$ cat config.mk
export PLATFORM = sky130hd
export DESIGN_NAME = mode_2_fsm
export DESIGN_NICKNAME = d
export VERILOG_FILES = /design/src/rtl/mode_2_fsm.sv
export SDC_FILE = /design/constraint.sdc
export NUM_CORES = 1
export LEC_CHECK = 0
export BUFFER_PORTS_ARGS = -buffer_cell sky130_fd_sc_hd__clkbuf_2
export CORE_AREA = 4 4 41 43
export DETAILED_ROUTE_END_ITERATION = 6
export DIE_AREA = 0 0 45 47
export GPL_TIMING_DRIVEN = 0
export PLACE_DENSITY = 0.52
export SLEW_MARGIN = 15
export SYNTH_ARGS = -nofsm -noshare
export SYNTH_HDL_FRONTEND = slang
export SYNTH_SLANG_ARGS = --single-unit
$ cat constraint.sdc
create_clock -name clk -period 1.3 [get_ports clk]
set_input_delay 0.065 -clock clk [delete_from_list [all_inputs] [get_ports clk]]
set_output_delay 0.065 -clock clk [all_outputs]
set_load 0.05 [all_outputs]
$ cat src/rtl/mode_2_fsm.sv
// Free-running, self-timed sequencer: IDLE -> RUN -> DONE -> GAP -> IDLE.
// Emits a one-cycle registered done tick once per period.
//
// Parameters:
//   RUN_CYCLES  cycles spent in RUN per period (>= 1)
//   GAP_CYCLES  cycles spent in GAP after DONE (>= 1)
// Ports:
//   clk    rising-edge clock
//   rst_n  asynchronous active-low reset
//   done   registered completion pulse, high exactly while in DONE
module mode_2_fsm #(
   parameter int RUN_CYCLES = 8,
   parameter int GAP_CYCLES = 2
) (
   input  logic clk,
   input  logic rst_n,
   output logic done
);

   localparam int MAXC = (RUN_CYCLES > GAP_CYCLES) ?
                         RUN_CYCLES : GAP_CYCLES;
   localparam int CW   = $clog2(MAXC + 1);

   localparam logic [CW-1:0] RUN_LAST = CW'(RUN_CYCLES - 1);
   localparam logic [CW-1:0] GAP_LAST = CW'(GAP_CYCLES - 1);
   localparam logic [CW-1:0] CNT_ONE  = CW'(1);

   // 3-bit encoding leaves spare codes that recover to IDLE.
   typedef enum logic [2:0] {
      S_IDLE = 3'd0,
      S_RUN  = 3'd1,
      S_DONE = 3'd2,
      S_GAP  = 3'd3
   } state_e;

   state_e        state_q, state_d;
   logic [CW-1:0] cnt_q,   cnt_d;
   logic          done_q,  done_d;

   always_comb begin
      state_d = S_IDLE;
      cnt_d   = '0;
      case (state_q)
         S_IDLE: begin
            state_d = S_RUN;
         end
         S_RUN: begin
            if (cnt_q == RUN_LAST) begin
               state_d = S_DONE;
            end else begin
               state_d = S_RUN;
               cnt_d   = cnt_q + CNT_ONE;
            end
         end
         S_DONE: begin
            state_d = S_GAP;
         end
         S_GAP: begin
            if (cnt_q == GAP_LAST) begin
               state_d = S_IDLE;
            end else begin
               state_d = S_GAP;
               cnt_d   = cnt_q + CNT_ONE;
            end
         end
         default: begin
            state_d = S_IDLE;
         end
      endcase
      // done follows next-state so it aligns with the state register.
      done_d = (state_d == S_DONE);
   end

   always_ff @(posedge clk or negedge rst_n) begin
      if (!rst_n) begin
         state_q <= S_IDLE;
         cnt_q   <= '0;
         done_q  <= 1'b0;
      end else begin
         state_q <= state_d;
         cnt_q   <= cnt_d;
         done_q  <= done_d;
      end
   end

   assign done = done_q;

endmodule

== After elaboration in Yosys (flattened, before gate mapping) ==
Index checks and enable logic that the tools add are counted.

* Word-level logic and storage cells: 17
* Input bits: 2
* Register bits: 8
* Output and inout bits: 1

* Add/subtract/negate cells: 1
* Eq/ne operators: 6
* Multiplexer cells: 6
* Reductions and logical operators: 1

{| class="wikitable"
|+ Operators by type and width
! operator !! number
|-
| $eq A3 B2 Y1 const B || 3
|-
| $mux W4 || 2
|-
| $pmux W2 S4 || 1
|-
| $pmux W4 S2 || 1
|-
| $add A4 B1 Y4 const B || 1
|-
| $eq A4 B1 Y1 const B || 1
|-
| $eq A4 B3 Y1 const B || 1
|-
| $mux W2 || 2
|-
| $eq A3 B1 Y1 const B || 1
|-
| $logic_not A3 Y1 || 1
|}

== Logic depth before layout (Yosys ltp) ==
Gate-level depths: netlist (run 1).

* Depth in word-level cells: 4
* Mapped depth: 5
* Mapped depth without buffers: 5

== Least setup slack after synthesis (run 1) ==
OpenSTA, ideal clock, no wires.

* Path kind: register to register
* Start point: register cnt_q[1]
* End point: register cnt_q[0]
* Arrival time: 0.946 ns
* Stages on the path, launching flop included: 6
* Setup slack: 0.229 ns
* Period minus slack after synthesis: 1.071 ns
* Cell sequence: dfrtp_1 inv_1 ha_1 nand3b_1 a21oi_2 nor3b_1

* Longest elaborated chain between the ends: 3
* Elaborated cells between the ends (all ways): 5
* Those cells by class: eq/ne: 2; mux: 3

{| class="wikitable"
|+ Ends and longest elaborated chain
! what !! RTL line !! source
|-
| start: declaration || 37 || <nowiki>logic [CW-1:0] cnt_q, cnt_d;</nowiki>
|-
| start signal: assignment || 81 || <nowiki>cnt_q <= cnt_d;</nowiki>
|-
| $eq A4 B1 Y1 / $eq A4 B3 Y1 (equally long branches) || 59, 48 ||
|-
| $mux W4 (on tied branches) || 59, 48 ||
|-
| $pmux W4 S2 * || 43 || <nowiki>case (state_q)</nowiki>
|-
| via cnt_d[0] || 37 ||
|}

Mark *: on every way through the listed nets, which the timed path passes. The rest lies on a longest branch.

== Final worst setup path (run 1) ==
Ends and elaborated chain as after synthesis.

==> flow_metrics.tcl, run 1 <==
set metrics [dict create \
    n_antenna_cell 0 \
    gr-total-overflow 0 \
    slew_viol_final 0 \
    synth_top_area_share_pct 51.1 \
    rsz0062_at_grt "false" \
    post-route-period-util_pct 90.0 \
    via_count 238 \
    drt_wl_total_um 562 \
    cts_buffer_depth 2 \
    synth_async_sr_flop_share_pct 100 \
    drive_gt1_share_pct 21.1 \
    die_w_um 45 \
    grt_pass1_vias 238 \
    power_leakage_uw 0.000185 \
    rr_startpoint "cnt_q[1]$_DFF_PN0_" \
    via_per_inst 4.49 \
    die_h_um 47 \
    grt_pass1_wl_um 952 \
    fin_skew_ps 2.30 \
    cts_sinks 7 \
    synth_largest_area_cell "dfrtp_1" \
    whs_ps 186 \
    drtIter0Drc 2 \
    synth_area_leaders "dfrtp_1, ha_1, nand3b_1" \
    avgSynthCellArea_sq_um 11.1 \
    cts_made_buffers 3 \
    final_core_util_pct 31.3 \
    r2r_cells 5 \
    ios 3 \
    yosys_warnings 0 \
    final_antenna_net_count 0 \
    ys_types 18 \
    fmax_ghz 0.854 \
    synth_top_family_by_area "simple AND/OR/NAND/NOR gates" \
    cts_tree "done" \
    maxCapViolations 0 \
    arrival_ps 1300 \
    worst_slew_pin_slew_ps 275 \
    cp-end-kind "register" \
    grt.total_usage_pct 6.84 \
    hold_viol_final 0 \
    synthesis.area_sq_um 343 \
    relSlewSlack_pct 81.7 \
    ir_worst_vdd_uv 321 \
    synth-simple-area-share_pct 28.8 \
    synth_compound_area_share_pct 9.12 \
    holdCritPathClass "input pin to async pin" \
    total_power_uw 423 \
    finalCriticalPeriod_ps 1170 \
    routedWlPerCell_um 10.6 \
    synth_fa_ha_area_share_pct 7.30 \
    htreeDepth 1 \
    dp_hpwl_um 416 \
    rr_endpoint "cnt_q[0]$_DFF_PN0_" \
    status "completed" \
    synth_mux_area_share_pct 0 \
    worstSkewPairLatency_ps 250 \
    cts.clk_slew.worst_paths_ps 50 \
    power_density_nw_per_um2 1040 \
    ys_seq_elements 7 \
    root_buffer "clkbuf_4" \
    postCtsSetupRepairBufs 0 \
    reg2reg_slack_ps 130 \
    yosys.cell_count.top_type "dfrtp_1" \
    synth_edf_count 0 \
    core_area_sq_um 1300 \
    drt-pass1-iter-count 2 \
    antenna_found_initial 0 \
    synthFlopType "dfrtp_1" \
    tns_ps 0 \
    drc_errors 0 \
    crit_required_ps 1430 \
    dieArea_sq_um 2120 \
    synth_common_cells "dfrtp_1, nand2_1, nand3b_1" \
    grt_max_degree 8 \
    startpoint_type "register" \
    setup_viol 0 \
    port_buffers 2 \
    gp_congestion 0.699 \
    area_growth_pct 19.0 \
    path_max_fanout 3 \
    final_nets 43 \
    crit_type "register to register" \
    start_util_pct 26.3 \
    syn-num-nets 35 \
    row_count 13 \
    synthXorXnorAreaFrac_pct 2.55 \
    yosysSeqAreaShare_pct 51.1 \
    syn_inst 31 \
]
==> final cells by class <==
class,count,area [sq um]
Clock buffer,4,26.3
Fill cell,147,893
Inverter,1,3.75
Multi-Input combinational cell,23,164
Sequential cell,7,175
Tap cell,15,18.8
Timing Repair Buffer,3,20.0
==> layout by cell type (no fill, tap or decap), types with 2 or more instances in the layout <==
cell	Yosys	final
dfrtp_1	7	7
nand3b_1	3	3
nand2_1	3	3
clkbuf_4	0	3
nor3b_1	2	2
a21oi_1	2	2
ha_1	2	2
clkbuf_2	0	2
==> power by group <==
part	switching, uW	total (uW)	internal [uW]	leakage, uW
registers	0	218	218	0.0000933
logic	4.57	7.59	3.02	0.0000768
clock network	80.2	197	117	0.0000150
total	84.7	423	338	0.000185
==> kinds of logic after synthesis <==
logic type,count (synthesis)
AO/OA/AOI/OAI,5
XOR/XNOR,1
adder cells (fa/ha/maj),2
buffers and inverters,1
flip-flops,7
AND/OR/NAND/NOR,15
==> metrics by stage <==
step	instance area [sq um]	worst slack, ps	instances
floorplan	343	229	31
global placement	372	156	48
detailed placement	372	133	48
CTS	408	98.8	53
global route	408	11.8	53
finish	408	130	53
==> worst max-delay path: stages, from the launching register on <==
cell and delay, ps:
dfrtp_1 390, inv_1 60, ha_1 180, nand3b_1 120, a21oi_2 220, nor3b_1 80
==> timing repair <==
action | CTS | global route
endpoints found under the hold margin | 7 | 0
hold buffers | 1 | 0
resized for setup | 0 | 0
==> metal layers <==
layer  track usage, %  vias up  wire length, um
met3             4.60        0               28
met4             5.26        0                0
met5                0        -                0
met2             9.89        5              264
met1             6.96      115              269
li1                 -      118                -
==> state kept, by name (all words and copies together), names as in the netlist <==
signal and count:
cnt_q 4, state_q 2, done 1
==> worst max path at each step <==
stage                  startpoint            endpoint  cells after the start
3_5_place_dp   cnt_q[1]$_DFF_PN0_  cnt_q[1]$_DFF_PN0_                      5
2_1_floorplan  cnt_q[1]$_DFF_PN0_  cnt_q[0]$_DFF_PN0_                      5
4_1_cts        cnt_q[0]$_DFF_PN0_  cnt_q[0]$_DFF_PN0_                      4
3_3_place_gp   cnt_q[1]$_DFF_PN0_  cnt_q[0]$_DFF_PN0_                      5
6_report       cnt_q[1]$_DFF_PN0_  cnt_q[0]$_DFF_PN0_                      5
5_1_grt        cnt_q[1]$_DFF_PN0_  cnt_q[0]$_DFF_PN0_                      5
Power figures use the tool's default switching activity.
==> run 2: changes to the inputs <==
--- a/config.mk
+++ b/config.mk
@@ -6,11 +6,13 @@
 export NUM_CORES = 1
 export LEC_CHECK = 0
 export BUFFER_PORTS_ARGS = -buffer_cell sky130_fd_sc_hd__clkbuf_2
+export CELL_PAD_IN_SITES_DETAIL_PLACEMENT = 0
+export CELL_PAD_IN_SITES_GLOBAL_PLACEMENT = 1
 export CORE_AREA = 4 4 41 43
 export DETAILED_ROUTE_END_ITERATION = 6
 export DIE_AREA = 0 0 45 47
 export GPL_TIMING_DRIVEN = 0
-export PLACE_DENSITY = 0.52
+export PLACE_DENSITY = 0.59
 export SLEW_MARGIN = 15
 export SYNTH_ARGS = -nofsm -noshare
 export SYNTH_HDL_FRONTEND = slang
==> run 2 against run 1 <==
Against the previous run:
- global-route usage grew 0.33 points
- combinational power is essentially flat
- count of clock-buffer cells in the layout is the same
- maximum frequency shrank 1.3%
- non-clock buffer count is the same
- sequential share of layout area is the same
- routed wire length grew 0.36%
- critical path depth is the same
- die area is the same
- sequential cell count is the same
- power shrank 1.2%
- core utilization is the same
- largest power group unchanged
==> flow_metrics.tcl, run 2 (synthesis gave the netlist of run 1 again) <==
set metrics [dict create \
    htreeDepth 1 \
    final_area_sq_um 408 \
    holdCritPathClass "input pin to async pin" \
    die_w_um 45 \
    grt_pass1_vias 236 \
    cts_buffer_depth 2 \
    via_count 241 \
    port_buffers 2 \
    drt_wl_total_um 564 \
    post_cts_resized 0 \
    n_antenna_cell 0 \
    power_leakage_uw 0.000185 \
    grt_max_degree 8 \
    ios 3 \
    antenna_found_initial 0 \
    fin_skew_ps 7.30 \
    start_util_pct 26.3 \
    drt-pass1-iter-count 2 \
    placed_area_sq_um 372 \
    maxCapViolations 0 \
    post-route-period-util_pct 91.2 \
    routedWlPerCell_um 10.6 \
    die_h_um 47 \
    tns_ps 0 \
    hold_viol_final 0 \
    root_buffer "clkbuf_4" \
    fmax_ghz 0.843 \
    arrival_ps 1310 \
    via_per_inst 4.55 \
    final_common_cell "dfrtp_1" \
    final_antenna_net_count 0 \
    registers.top_by_ff_count "cnt_q" \
    gr-total-overflow 0 \
    grt_pass1_wl_um 993 \
    drc_errors 0 \
    rsz0062_at_grt "false" \
    finalWorstSetupSlack_ps 114 \
    largest_register_ffs 4 \
    dieArea_sq_um 2120 \
    slew_viol_final 0 \
    core_area_sq_um 1300 \
    drive_gt1_share_pct 21.1 \
    pre_cts_ws_ps 108 \
    cp-end-kind "register" \
    cts.clk_slew.worst_paths_ps 50 \
    cts_made_buffers 3 \
    mostFrequentLayoutCells "dfrtp_1, nand3b_1, nand2_1, clkbuf_4" \
    area_growth_pct 19.0 \
    status "completed" \
    row_count 13 \
    cts_tree "done" \
    worst_slew_pin_slew_ps 275 \
    gp_congestion 0.698 \
    final_nets 43 \
    setup_viol 0 \
    ir_worst_vdd_uv 373 \
    grt.total_usage_pct 7.17 \
    startpoint_type "register" \
    relSlewSlack_pct 81.8 \
    crit_required_ps 1420 \
    whs_ps 184 \
    path_max_fanout 3 \
    power_density_nw_per_um2 1020 \
    worstSkewPairLatency_ps 250 \
    drtIter0Drc 1 \
    dp_hpwl_um 429 \
    finalCriticalPeriod_ps 1190 \
    cts_sinks 7 \
    crit_type "register to register" \
]
[run 2: cell counts in the layout (fill, tap and decap cells not counted)]
No cell type changed its count.
[run 2: repair_timing]
item | CTS | global route
buffers inserted | 0 | 0
hold buffers | 1 | 0
hold endpoints to repair | 7 | 0
[run 2: path summary, 6_finish.rpt]
| path | endpoint | cells past startpoint | from | slack (ps) |
|---|---|---|---|---|
| max | cnt_q[1]$_DFF_PN0_ | 5 | cnt_q[1]$_DFF_PN0_ | 110 |
| min | state_q[1]$_DFF_PN0_ | 2 | rst_n | 180 |
| max reg2reg | cnt_q[1]$_DFF_PN0_ | 5 | cnt_q[1]$_DFF_PN0_ | 110 |
| min reg2reg | cnt_q[0]$_DFF_PN0_ | 1 | cnt_q[0]$_DFF_PN0_ | 500 |
| max in group asynchronous | cnt_q[3]$_DFF_PN0_ | 2 | rst_n | 940 |
| min in group clk | cnt_q[0]$_DFF_PN0_ | 1 | cnt_q[0]$_DFF_PN0_ | 500 |
[run 2: per-stage QoR]
| stage | util, % | power [uW] | instances |
|---|---|---|---|
| 4_1_cts | 31.3 | 431 | 53 |
| 6_report | 31.3 | 418 | 53 |
| 3_5_place_dp | 28.6 | 227 | 48 |
| 2_1_floorplan | - | 222 | 31 |
| 5_1_grt | 31.3 | 445 | 53 |
| 3_3_place_gp | 28.6 | 227 | 48 |
[run 2: critical path, cell delays in order, from the launching register on]
cell	delay, ps
dfrtp_1	390
inv_1	60
ha_1	190
nand3b_1	130
a21oi_2	230
nor3b_1	80
[run 2: routing by layer]
layer	routed length [um]	vias up	GRT usage [%]
li1	-	120	-
met1	232	112	8.16
met2	279	7	9.60
met3	44	2	5.75
met4	8	0	3.51
met5	0	-	0
[run 2: report_power, final]
group | switching [uW] | internal, uW | leakage, uW
sequential | 0 | 218 | 0.0000933
combinational | 4.57 | 3.02 | 0.0000768
clock | 75.1 | 117 | 0.0000150
total | 79.7 | 338 | 0.000185
[run 2: layout make-up]
type / count / area, sq um
tap: 15 / 18.8
sequential: 7 / 175
clock buffer: 4 / 26.3
fill: 143 / 893
multi-input combinational: 23 / 164
timing repair buffer: 3 / 20.0
inverter: 1 / 3.75
==> run 3: changes to the inputs <==
--- a/config.mk
+++ b/config.mk
@@ -5,7 +5,7 @@
 export SDC_FILE = /design/constraint.sdc
 export NUM_CORES = 1
 export LEC_CHECK = 0
-export BUFFER_PORTS_ARGS = -buffer_cell sky130_fd_sc_hd__clkbuf_2
+export BUFFER_PORTS_ARGS = -buffer_cell sky130_fd_sc_hd__buf_2
 export CELL_PAD_IN_SITES_DETAIL_PLACEMENT = 0
 export CELL_PAD_IN_SITES_GLOBAL_PLACEMENT = 1
 export CORE_AREA = 4 4 41 43
==> run 3 against run 2 <==
Against the previous run:
- clock power is 3% higher
- final area stayed put
- cell count stayed put
==> flow_metrics.tcl, run 3 (synthesis gave the netlist of run 1 again) <==
set metrics [dict create \
    root_buffer "clkbuf_4" \
    grt.total_usage_pct 6.70 \
    cts_made_buffers 3 \
    die_w_um 45 \
    gp_congestion 0.694 \
    ios 3 \
    multiInputGateArea_sq_um 164 \
    crit_type "register to register" \
    cp-end-kind "register" \
    startpoint_type "register" \
    n_antenna_cell 0 \
    row_count 13 \
    worst_slew_pin_slew_ps 249 \
    ir_worst_vdd_uv 360 \
    gr-usage-met2_pct 9.04 \
    post_cts_resized 0 \
    final_common_cell "dfrtp_1" \
    cts.clk_slew.worst_paths_ps 50 \
    relSlewSlack_pct 83.5 \
    start_util_pct 26.3 \
    routedWlPerCell_um 10.1 \
    critical_path.slowest_cell "dfrtp_1" \
    cts_sinks 7 \
    final_nets 43 \
    largest_register_ffs 4 \
    met3_usage_pct 2.30 \
    grt_pass1_wl_um 903 \
    core_area_sq_um 1300 \
    drc_errors 0 \
    path_max_fanout 3 \
    status "completed" \
    final_antenna_net_count 0 \
    top_usage_layer "met2" \
    fmax_ghz 0.860 \
    holdCritPathClass "input pin to async pin" \
    tns_ps 0 \
    regArea_sq_um 175 \
    hold_viol_final 0 \
    arrival_ps 1300 \
    drt_wl_total_um 535 \
    cts_tree "done" \
    slew_viol_final 0 \
    setup_viol 0 \
    maxCapViolations 0 \
    crit_path_start "cnt_q[1]$_DFF_PN0_" \
    worstSkewPairLatency_ps 250 \
    finalCriticalPeriod_ps 1160 \
    crit_buf_inv 1 \
    path_delay_family "flip-flops" \
    via_count 227 \
    max_stage_delay_ps 390 \
    final-instance-count-excl-fill 53 \
    dp.cells 48 \
    crit_required_ps 1430 \
    htreeDepth 1 \
    registers.top_by_ff_count "cnt_q" \
    met1_usage_pct 7.24 \
    dp_hpwl_um 394 \
    drt-pass1-iter-count 3 \
    power_leakage_uw 0.000186 \
    postCtsSetupRepairBufs 0 \
    die_h_um 47 \
    grt_max_degree 8 \
    cts_buffer_depth 2 \
    rr_startpoint "cnt_q[1]$_DFF_PN0_" \
    power_density_nw_per_um2 1040 \
    port_buffers 2 \
    drtIter0Drc 3 \
    path_cells "inv_1, ha_1, nand3b_1, a21oi_2, nor3b_1" \
    dieArea_sq_um 2120 \
    drive_gt1_share_pct 21.1 \
    antenna_found_initial 0 \
    via_per_inst 4.28 \
    post-route-period-util_pct 89.5 \
    gr-total-overflow 0 \
    final_core_util_pct 31.3 \
    rsz0062_at_grt "false" \
    grt_pass1_vias 213 \
    fin_skew_ps 2.89 \
    n_fill_cell 144 \
    mostFrequentLayoutCells "dfrtp_1, nand3b_1, nand2_1, clkbuf_4" \
    area_growth_pct 19.0 \
]
run 3: cell count changes in the layout (fill, tap and decap cells not counted), sizes merged:
cell / delta
clkbuf: -2
buf: +2
run 3: layout make-up:
class / instances / area share [%]
Sequential cell: 7 / 42.9
Multi-Input combinational cell: 23 / 40.2
Clock buffer: 4 / 6.44
Timing Repair Buffer: 3 / 4.91
Tap cell: 15 / 4.60
Inverter: 1 / 0.920
run 3: power by group:
group	leakage (uW)	internal (uW)	switching [uW]
Clock	0.0000150	117	79.6
Sequential	0.0000933	218	0
Combinational	0.0000776	3.06	4.41
run 3: worst paths after layout:
kind	to	slack [ps]	depth (start not counted)
max	cnt_q[0]$_DFF_PN0_	140	5
min	state_q[1]$_DFF_PN0_	170	2
max reg2reg	cnt_q[0]$_DFF_PN0_	140	5
min reg2reg	cnt_q[0]$_DFF_PN0_	500	1
max in group asynchronous	cnt_q[3]$_DFF_PN0_	970	2
min in group clk	cnt_q[0]$_DFF_PN0_	500	1
run 3: stage by stage:
stage	area [sq um]	worst slack, ps	total power, uW	hold WS [ps]
floorplan	343	229	222	-231
global placement	372	142	227	-95.1
detailed placement	372	127	227	-92.7
CTS	408	112	429	176
global route	408	8.83	436	201
finish	408	137	422	173
run 3: metal layers:
metal / up-vias / share of wire [%] / routed length, um
li1: 120 / - / -
met1: 102 / 47 / 251
met2: 3 / 46 / 246
met3: 2 / 5.8 / 31
met4: 0 / 0.93 / 5
met5: - / 0 / 0
run 3: worst reg2reg max path: stages, from the launching register on:
cell and delay [ps]:
dfrtp_1 390, inv_1 60, ha_1 180, nand3b_1 130, a21oi_2 220, nor3b_1 70
run 3: timing repair:
action	CTS	global route
endpoints found under the hold margin	7	0
setup endpoints to repair	0	1
hold buffers	1	0
